==> config.mk <==
export PLATFORM = sky130hd
export DESIGN_NAME = sixteen_bit_accumulator
export DESIGN_NICKNAME = d
export VERILOG_FILES = /design/src/rtl/acc_pkg.sv /design/src/rtl/sixteen_bit_full_adder_subtractor.sv /design/src/rtl/sixteen_bit_accumulator.sv
export SDC_FILE = /design/constraint.sdc
export NUM_CORES = 1
export LEC_CHECK = 0
export ABC_CLOCK_PERIOD_IN_PS = 4400
export CELL_PAD_IN_SITES_DETAIL_PLACEMENT = 1
export CELL_PAD_IN_SITES_GLOBAL_PLACEMENT = 1
export CORE_MARGIN = 2
export CORE_UTILIZATION = 41
export DETAILED_ROUTE_END_ITERATION = 6
export GPL_ROUTABILITY_DRIVEN = 0
export PLACE_DENSITY_LB_ADDON = 0.1
export SYNTH_ARGS = -nofsm -noshare
export SYNTH_HDL_FRONTEND = slang
export SYNTH_SLANG_ARGS = --single-unit
==> constraint.sdc <==
create_clock -name clk -period 4.4 [get_ports clk]
set_input_delay 0.88 -clock clk [delete_from_list [all_inputs] [get_ports clk]]
set_output_delay 0.88 -clock clk [all_outputs]
set_load 0.05 [all_outputs]
==> src/rtl/acc_pkg.sv <==
// Shared types and constants for the sixteen_bit_accumulator slice.
// Saturation constants are only referenced when ACC_SATURATE_EN is defined.
package acc_pkg;

  typedef enum logic [1:0] {
    OP_LOAD  = 2'b00,
    OP_ADD   = 2'b01,
    OP_SUB   = 2'b10,
    OP_CLEAR = 2'b11
  } op_e;

  typedef enum logic [1:0] {
    IDLE = 2'b00,
    EXEC = 2'b01,
    RESP = 2'b10
  } state_e;

  localparam logic [15:0] SAT_POS = 16'h7FFF;
  localparam logic [15:0] SAT_NEG = 16'h8000;

endpackage

==> src/rtl/sixteen_bit_full_adder_subtractor.sv <==
// Combinational 16-bit adder/subtractor: sum = i0 + (i1 ^ {16{cin}}) + cin.
// With cin=1 this is i0 - i1, and cout=1 means no borrow.
module sixteen_bit_full_adder_subtractor (
  input  logic [15:0] i0,
  input  logic [15:0] i1,
  input  logic        cin,
  output logic [15:0] sum,
  output logic        cout
);

  logic [15:0] b_eff;

  assign b_eff       = i1 ^ {16{cin}};
  assign {cout, sum} = {1'b0, i0} + {1'b0, b_eff} + {16'b0, cin};

endmodule

==> src/rtl/sixteen_bit_accumulator.sv <==
// Handshaked accumulator around the 16-bit adder/subtractor with registered flags.
// Optional macro ACC_SATURATE_EN clamps ADD/SUB overflow to 0x7FFF/0x8000.
//   state | meaning
//   IDLE  | ready for a transaction (once out of reset)
//   EXEC  | adder driven from acc and latched operand; result registered
//   RESP  | result presented until out_ready
module sixteen_bit_accumulator
  import acc_pkg::*;
#(
  parameter int OP_COUNT_W = 8
) (
  input  logic                  clk,
  input  logic                  rst,
  input  logic                  in_valid,
  output logic                  in_ready,
  input  logic [1:0]            in_op,
  input  logic [15:0]           in_operand,
  output logic                  out_valid,
  input  logic                  out_ready,
  output logic [15:0]           acc_out,
  output logic                  flag_carry,
  output logic                  flag_ovf,
  output logic                  flag_zero,
  output logic                  flag_neg,
  output logic [OP_COUNT_W-1:0] op_count
);

  state_e                state_q, state_d;
  op_e                   op_q;
  logic [15:0]           operand_q;
  logic [15:0]           acc_q;
  logic                  carry_q, ovf_q, zero_q, neg_q;
  logic [OP_COUNT_W-1:0] count_q;
  logic                  live_q;

  logic        is_sub;
  logic [15:0] b_eff;
  logic [15:0] sum;
  logic        cout;
  logic        ovf_raw;
  logic [15:0] res_acc;
  logic        res_carry, res_ovf;

  assign is_sub = (op_q == OP_SUB);
  assign b_eff  = operand_q ^ {16{is_sub}};

  sixteen_bit_full_adder_subtractor u_addsub (
    .i0   (acc_q),
    .i1   (operand_q),
    .cin  (is_sub),
    .sum  (sum),
    .cout (cout)
  );

  assign ovf_raw = (acc_q[15] == b_eff[15]) && (sum[15] != acc_q[15]);

  always_comb begin
    res_acc   = '0;
    res_carry = 1'b0;
    res_ovf   = 1'b0;
    case (op_q)
      OP_LOAD:  res_acc = operand_q;
      OP_CLEAR: res_acc = '0;
      default: begin
        res_carry = cout;
        res_ovf   = ovf_raw;
`ifdef ACC_SATURATE_EN
        if (ovf_raw) res_acc = acc_q[15] ? SAT_NEG : SAT_POS;
        else         res_acc = sum;
`else
        res_acc = sum;
`endif
      end
    endcase
  end

  always_comb begin
    state_d = state_q;
    case (state_q)
      IDLE:    if (in_valid && in_ready) state_d = EXEC;
      EXEC:    state_d = RESP;
      RESP:    if (out_ready) state_d = IDLE;
      default: state_d = IDLE;
    endcase
  end

  // live_q keeps in_ready low while rst is held and for the release cycle
  assign in_ready  = live_q && (state_q == IDLE);
  assign out_valid = (state_q == RESP);

  always_ff @(posedge clk or posedge rst) begin
    if (rst) begin
      state_q   <= IDLE;
      op_q      <= OP_LOAD;
      operand_q <= '0;
      acc_q     <= '0;
      carry_q   <= 1'b0;
      ovf_q     <= 1'b0;
      zero_q    <= 1'b0;
      neg_q     <= 1'b0;
      count_q   <= '0;
      live_q    <= 1'b0;
    end else begin
      live_q  <= 1'b1;
      state_q <= state_d;
      if (state_q == IDLE && in_valid && in_ready) begin
        op_q      <= op_e'(in_op);
        operand_q <= in_operand;
      end
      if (state_q == EXEC) begin
        acc_q   <= res_acc;
        carry_q <= res_carry;
        ovf_q   <= res_ovf;
        zero_q  <= (res_acc == 16'h0000);
        neg_q   <= res_acc[15];
      end
      if (state_q == RESP && out_ready) count_q <= count_q + 1'b1;
    end
  end

  assign acc_out    = acc_q;
  assign flag_carry = carry_q;
  assign flag_ovf   = ovf_q;
  assign flag_zero  = zero_q;
  assign flag_neg   = neg_q;
  assign op_count   = count_q;

endmodule

==> results of run 1 <==
## report_power, final
part | internal (mW) | total [mW] | switching (mW) | leakage, nW
clock network | 0.172 | 0.340 | 0.168 | 0.0548
registers | 0.582 | 0.740 | 0.158 | 0.595
logic | 0.873 | 2.24 | 1.37 | 1.08
## worst reg2reg max path: cells and delay by family (launching register included)
kind / cells / cell delay (ns)
AO/OA/AOI/OAI: 4 / 0.92
buffers and inverters: 2 / 0.19
AND/OR/NAND/NOR: 4 / 0.80
adder cells (fa/ha/maj): 2 / 1.13
XOR/XNOR: 1 / 0.28
flip-flops: 1 / 0.37
## placed cells by master, fill, tap and decap left out, types with 7 or more instances in the layout
cell type,n
dfrtp_1,48
mux2_2,18
xor2_1,21
o21ai_0,18
xnor2_1,10
nor2_1,9
and3_1,7
inv_1,9
nand2_1,37
a21o_1,9
nand4_1,7
nand3_1,9
ha_1,20
clkdlybuf4s50_1,51
a21oi_1,12
## cells in the mapped netlist (all sizes together), types with 7 or more instances
| library cell | n | area (sq um) |
|---|---|---|
| nand3 | 9 | 45.0 |
| and3 | 7 | 43.8 |
| clkbuf | 10 | 37.5 |
| nand2 | 37 | 139 |
| mux2 | 19 | 218 |
| ha | 20 | 250 |
| o21ai | 22 | 110 |
| a21oi | 15 | 86.3 |
| a21o | 9 | 67.6 |
| xnor2 | 10 | 87.6 |
| xor2 | 21 | 184 |
| inv | 10 | 37.5 |
| dfrtp | 48 | 1200 |
| nand4 | 7 | 43.8 |
| nor2 | 9 | 33.8 |
## area by class of cell
class	count	share of cell area, %
clock inverter	3	1.21
timing repair buffer	57	14.5
sequential	48	31.4
clock buffer	5	1.80
multi-input combinational	244	46.9
tap	99	3.24
inverter	10	0.981
## worst min-delay path by stage
stage,from,depth (start not counted),slack (ns),to
floorplan,operand_q[2]$_DFFE_PP0P_,1,0.52,operand_q[2]$_DFFE_PP0P_
global placement,op_count[7]$_DFFE_PP0P_,1,0.46,op_count[7]$_DFFE_PP0P_
detailed placement,flag_carry$_DFFE_PP0N_,2,0.47,flag_carry$_DFFE_PP0N_
CTS,flag_carry$_DFFE_PP0N_,2,0.49,flag_carry$_DFFE_PP0N_
global route,op_count[7]$_DFFE_PP0P_,1,0.51,op_count[7]$_DFFE_PP0P_
finish,op_count[7]$_DFFE_PP0P_,1,0.48,op_count[7]$_DFFE_PP0P_
## logic make-up (layout without fill, tap and decap cells)
logic type / after synthesis / count (layout) / synth area share (%)
simple gates: 93 / 93 / 15.0
other cells: 1 / 1 / 0.121
buf+inv: 26 / 75 / 3.62
flops: 48 / 48 / 38.7
compound gates: 78 / 78 / 17.8
mux: 20 / 20 / 7.33
xor+xnor: 31 / 31 / 8.74
fa+ha+maj: 21 / 21 / 8.70
## flip-flops by register name, indices dropped and copies added (netlist names)
name,cells
acc_out,16
flag_carry,1
flag_ovf,1
flag_zero,1
live_q,1
op_count,8
op_q,2
operand_q,16
state_q,2
## per-layer routing
layer	GRT usage [%]	up-vias
met1	28.6	1277
met2	35.5	58
met3	4.15	2
met4	4.80	0
met5	0	-
li1	-	1240
## stage by stage
step | area [sq um] | setup slack [ns]
after floorplan | 3110 | 1.05
after global placement | 3710 | 0.772
after detailed placement | 3710 | 0.611
after CTS | 3830 | 0.617
after global routing | 3830 | 0.331
final | 3830 | 0.619
==> summary.txt, run 1 <==
Global route
  – First-pass GRT wire length: between 10 and 15 mm
  – Number of global-route vias before repair: ~2700
  – GRT Total Usage: 21.3%
  – Grt total ovfl: 0
  – Pin count of the biggest net entering global routing: 31
  – Initial antenna violation count: 0

Hold path
  – Min-Delay Path Class: reg -> reg

Layout
  – Fill cell count: around 840
  – Area grow syn2layout: 23.2%
  – Diodes inserted: 0
  – Final core occ: 52.5%
  – Area taken by multi-input logic gates: 0.00179 sq mm
  – Ratio of cells with drive above 1 in the final layout: a little under an eighth
  – Layout Cells excl Fill: 466
  – NumNets Final: between 400 and 500
  – Sequential cell area: 0.00120 sq mm

Synthesis
  – Syn Nets: 361
  – Mapped Cells: between 300 and 400
  – Ys async rst share: 100%
  – Yosys warnings: 0
  – Post-synth EDFFs: 0
  – Yosys cell types: between 50 and 60
  – Number of synthesized register bits: 48
  – Avg Cell Area, Syn: a little under 10 sq um
  – Post-synth top flop: dfrtp_1
  – Seq/Total Area, Yosys: 38.7%
  – Mapped Area: 0.00311 sq mm

Clocking
  – Total CTS buffers: 5
  – TritonCTS clock tree: yes
  – # resized after CTS: 0
  – Clk Latency, worst-skew pair: 0.31 ns
  – Clk sink count: 48
  – H-tree depth: 2
  – Hold_buf cts: 0
  – CTS root buf: clkbuf_8
  – Setup bufs post-CTS: 0
  – Clock slew seen by the registers of the worst setup and hold paths: 0.10 ns
  – Maximum clock insertion buffer count: 2

Worst setup path
  – Worst path depth: 13
  – Crit-path most repeated cell: inv_1
  – Crit path buf inv count: 2
  – Worst setup EP type: register
  – R2r setup slk: around 0.62 ns
  – Critical Path End: flag_zero$_DFFE_PP0N_
  – R2R Path End: flag_zero$_DFFE_PP0N_
  – Setup crit start kind: register
  – Max incr delay on CP: 0.69 ns
  – Setup CP Type: reg -> reg
  – Worst EP arrival: between 3 and 4 ns
  – Worst reg2reg path startpoint: op_q[0]$_DFFE_PP0P_
  – CP cell instances: inv_1 > ha_1 > xor2_1 > inv_1 > fa_1 > nand2b_1 > a21boi_1 > o21ai_0 > a311oi_1 > nand4b_1 > nor4b_2 > nand4_1 > o41ai_2
  – Worst Path Max Fanout: 13
  – WP data required: about 4.6 ns
  – Critical path's top delay family: adder cells
  – Reg2Reg Depth: 13
  – Crit path launch: op_q[0]$_DFFE_PP0P_
  – Slowest stage cell, crit path: ha_1

Placement
  – DPL Wire Length: slightly above 6 mm
  – PortBufs: 51
  – Dpl cells: 458

Drt
  – 1st-pass router iterations: 4
  – Post-detailed-route count of antenna-violating nets: 0
  – Met1 Wirelength: slightly below 4 mm
  – Vias: 2577
  – Drt drc: 0
  – First DRT Iteration DRCs: 107
  – Metal3 WL: 334 microns
  – Metal2 WL: 4.05 mm
  – Top layer in use: met4
  – Routed wire length: about 8.3 mm
  – Routed len/inst: 17.8 microns
  – Vias/cell: 5.53

STA
  – Max Clk Rate: ~260 MHz
  – Final hold vios: 0
  – Worst Skew: just over 0.008 ns
  – Setup TNS Final: 0 ns
  – Worst-margin pin slew: 1.02 ns
  – Final Setup Violations: 0
  – Slew headroom: between 30% and 40%
  – RSZ-0062 raised after global routing: false
  – Crit share post-route: 85.9%
  – Period minus WS final: 3.78 ns
  – Slew Limit Fails: 0
  – Hold Slack: 0.484 ns

Pwr
  – Power density cells: 867 mW/mm^2
  – Total power: around 3.3 mW
  – Static Leakage: 1.73 nW
  – Max VDD drop: 0.360 mV

Job
  – Max cap viols: 0

Die
  – Die Width: 91.1 microns
  – Die footprint: between 0.008 and 0.009 sq mm
  – Initial Util: 42.6%
  – I/O Pins: 52
  – Std-Cell Core Area: ~0.0073 sq mm
  – Chip Height: 91.1 microns
  – Cell row count: 31

Run status
  – Outcome: completed
No activity file was read; power rests on OpenSTA's default activity.
==> run 2: changes to the inputs <==
--- a/config.mk
+++ b/config.mk
@@ -9,8 +9,9 @@
 export CELL_PAD_IN_SITES_DETAIL_PLACEMENT = 1
 export CELL_PAD_IN_SITES_GLOBAL_PLACEMENT = 1
 export CORE_MARGIN = 2
-export CORE_UTILIZATION = 41
+export CORE_UTILIZATION = 49
 export DETAILED_ROUTE_END_ITERATION = 6
+export DONT_BUFFER_PORTS = 1
 export GPL_ROUTABILITY_DRIVEN = 0
 export PLACE_DENSITY_LB_ADDON = 0.1
 export SYNTH_ARGS = -nofsm -noshare
==> summary.txt, run 2 (same netlist as run 1, synthesis figures left out) <==
Layout
  – NumNets Final: approximately 360
  – Fill cell count: 707
  – Most common cell after layout, fill and taps aside: dfrtp_1
  – Area grow syn2layout: 6.00%
  – Most frequent cells in the layout: 48 x dfrtp_1, 37 x nand2_1, 21 x xor2_1
  – Sequential cell area: 0.00120 sq mm
  – Diodes inserted: 0
  – Ratio of cells with drive above 1 in the final layout: 13.1%
  – Area taken by multi-input logic gates: roughly 0.0018 sq mm

STA
  – Period minus WS final: around 3.6 ns
  – Worst-margin pin slew: ~1.1 ns
  – Slew Limit Fails: 0
  – Max Clk Rate: 278 MHz
  – Crit share post-route: 81.7%
  – Worst Skew: 0.00751 ns
  – Final Setup Violations: 0
  – Setup TNS Final: 0 ns
  – RSZ-0062 raised after global routing: false
  – Final hold vios: 0
  – Slew headroom: about a quarter

Clocking
  – Clock slew seen by the registers of the worst setup and hold paths: 0.10 ns
  – # resized after CTS: 0
  – CTS root buf: clkbuf_8
  – Setup bufs post-CTS: 0
  – Clk sink count: 48
  – Hold_buf cts: 0
  – Total CTS buffers: 5
  – Clk Latency, worst-skew pair: 0.30 ns
  – TritonCTS clock tree: yes
  – Maximum clock insertion buffer count: 2
  – H-tree depth: 2

Global route
  – First-pass GRT wire length: 13.2 mm
  – Grt total ovfl: 0
  – Pin count of the biggest net entering global routing: 49
  – Initial antenna violation count: 0
  – Number of global-route vias before repair: 2558
  – GRT Total Usage: between 20% and 30%

Job
  – Max cap viols: 0

Drt
  – First DRT Iteration DRCs: 112
  – Vias/cell: 6.10
  – Routed len/inst: 19.8 microns
  – Routed wire length: just under 8 mm
  – Drt drc: 0
  – Vias: 2379
  – 1st-pass router iterations: 4
  – Post-detailed-route count of antenna-violating nets: 0

Worst setup path
  – WP data required: roughly 4.6 ns
  – Crit-path most repeated cell: ha_1
  – Worst reg2reg path startpoint: op_q[0]$_DFFE_PP0P_
  – Setup crit start kind: register
  – Worst EP arrival: 3.80 ns
  – Critical path's top delay family: compound AO/OA/AOI/OAI gates
  – Slowest stage cell, crit path: dfrtp_1
  – Setup CP Type: reg -> reg
  – Worst Path Max Fanout: 12
  – Crit path buf inv count: 2
  – Max incr delay on CP: approximately 0.37 ns
  – Crit path launch: op_q[0]$_DFFE_PP0P_
  – Worst setup EP type: register
  – CP cell instances: inv_1 > ha_1 > buf_4 > xor2_1 > ha_1 > a21oi_1 > o21ai_0 > a21o_1 > o21a_1 > or3_1 > a32oi_1 > nand4_1 > o41ai_2

Die
  – Cell row count: 29
  – Chip Height: 83.6 microns
  – Die footprint: 0.00699 sq mm
  – I/O Pins: 52
  – Initial Util: 49.8%
  – Die Width: 83.6 microns
  – Std-Cell Core Area: 0.00624 sq mm

Placement
  – DPL Wire Length: 5.71 mm
  – PortBufs: 0

Hold path
  – Min-Delay Path Class: reg -> reg
  – Worst Hold Launch: operand_q[11]$_DFFE_PP0P_

Run status
  – Outcome: completed
[run 2: cell types whose count changed in the layout (fill, tap and decap cells not counted)]
| cell | change |
|---|---|
| nor3b_2 | +1 |
| nor3b_1 | -1 |
| clkinvlp_4 | -1 |
| bufinv_16 | +1 |
| clkdlybuf4s50_1 | -51 |
| buf_4 | -3 |
[run 2: layout make-up]
type	count	area share (%)
multi-input cells	244	54.6
clock buffers	5	2.09
inverters	10	1.14
clock inverters	3	2.09
flip-flops and latches	48	36.5
well taps	77	2.93
repair buffers	3	0.684
[run 2: worst paths after layout]
path                       slack [ns]                        end  cells after the start
max                              0.81      flag_zero$_DFFE_PP0N_                     13
min                              0.57  operand_q[11]$_DFFE_PP0P_                      1
max reg2reg                      0.81      flag_zero$_DFFE_PP0N_                     13
min reg2reg                      0.57  operand_q[11]$_DFFE_PP0P_                      1
max in group asynchronous        3.12     acc_out[1]$_DFFE_PP0N_                      1
min in group asynchronous        0.68  operand_q[11]$_DFFE_PP0P_                      1
[run 2: metrics by stage]
stage          hold slack [ns]  cells  utilization [%]  setup slack (ns)  instance area, sq um
3_5_place_dp             0.555    382             50.6             0.817                  3160
2_1_floorplan            0.515    318                -              1.05                  3110
4_1_cts                  0.576    390             52.8             0.791                  3290
5_1_grt                  0.594    390             52.8             0.581                  3290
3_3_place_gp             0.537    382             50.6             0.928                  3160
6_report                 0.573    390             52.8             0.807                  3290
[run 2: per-layer routing]
layer  track usage (%)  up-vias  wire length (microns)
li1                  -     1132                      -
met2              40.3       48                   3840
met1              30.3     1191                   3450
met4              5.72        0                     99
met3              4.95        8                    313
met5                 0        -                      0
[run 2: worst reg2reg max path: stages (launching register included)]
cell and delay (ns):
dfrtp_1 0.37, inv_1 0.09, ha_1 0.29, buf_4 0.30, xor2_1 0.19, ha_1 0.33, a21oi_1 0.34, o21ai_0 0.15
a21o_1 0.19, o21a_1 0.16, or3_1 0.31, a32oi_1 0.32, nand4_1 0.17, o41ai_2 0.28
Power of run 2 is not shown: default switching activity piles up to over one toggle a cycle in this logic, so the estimate is an artifact.
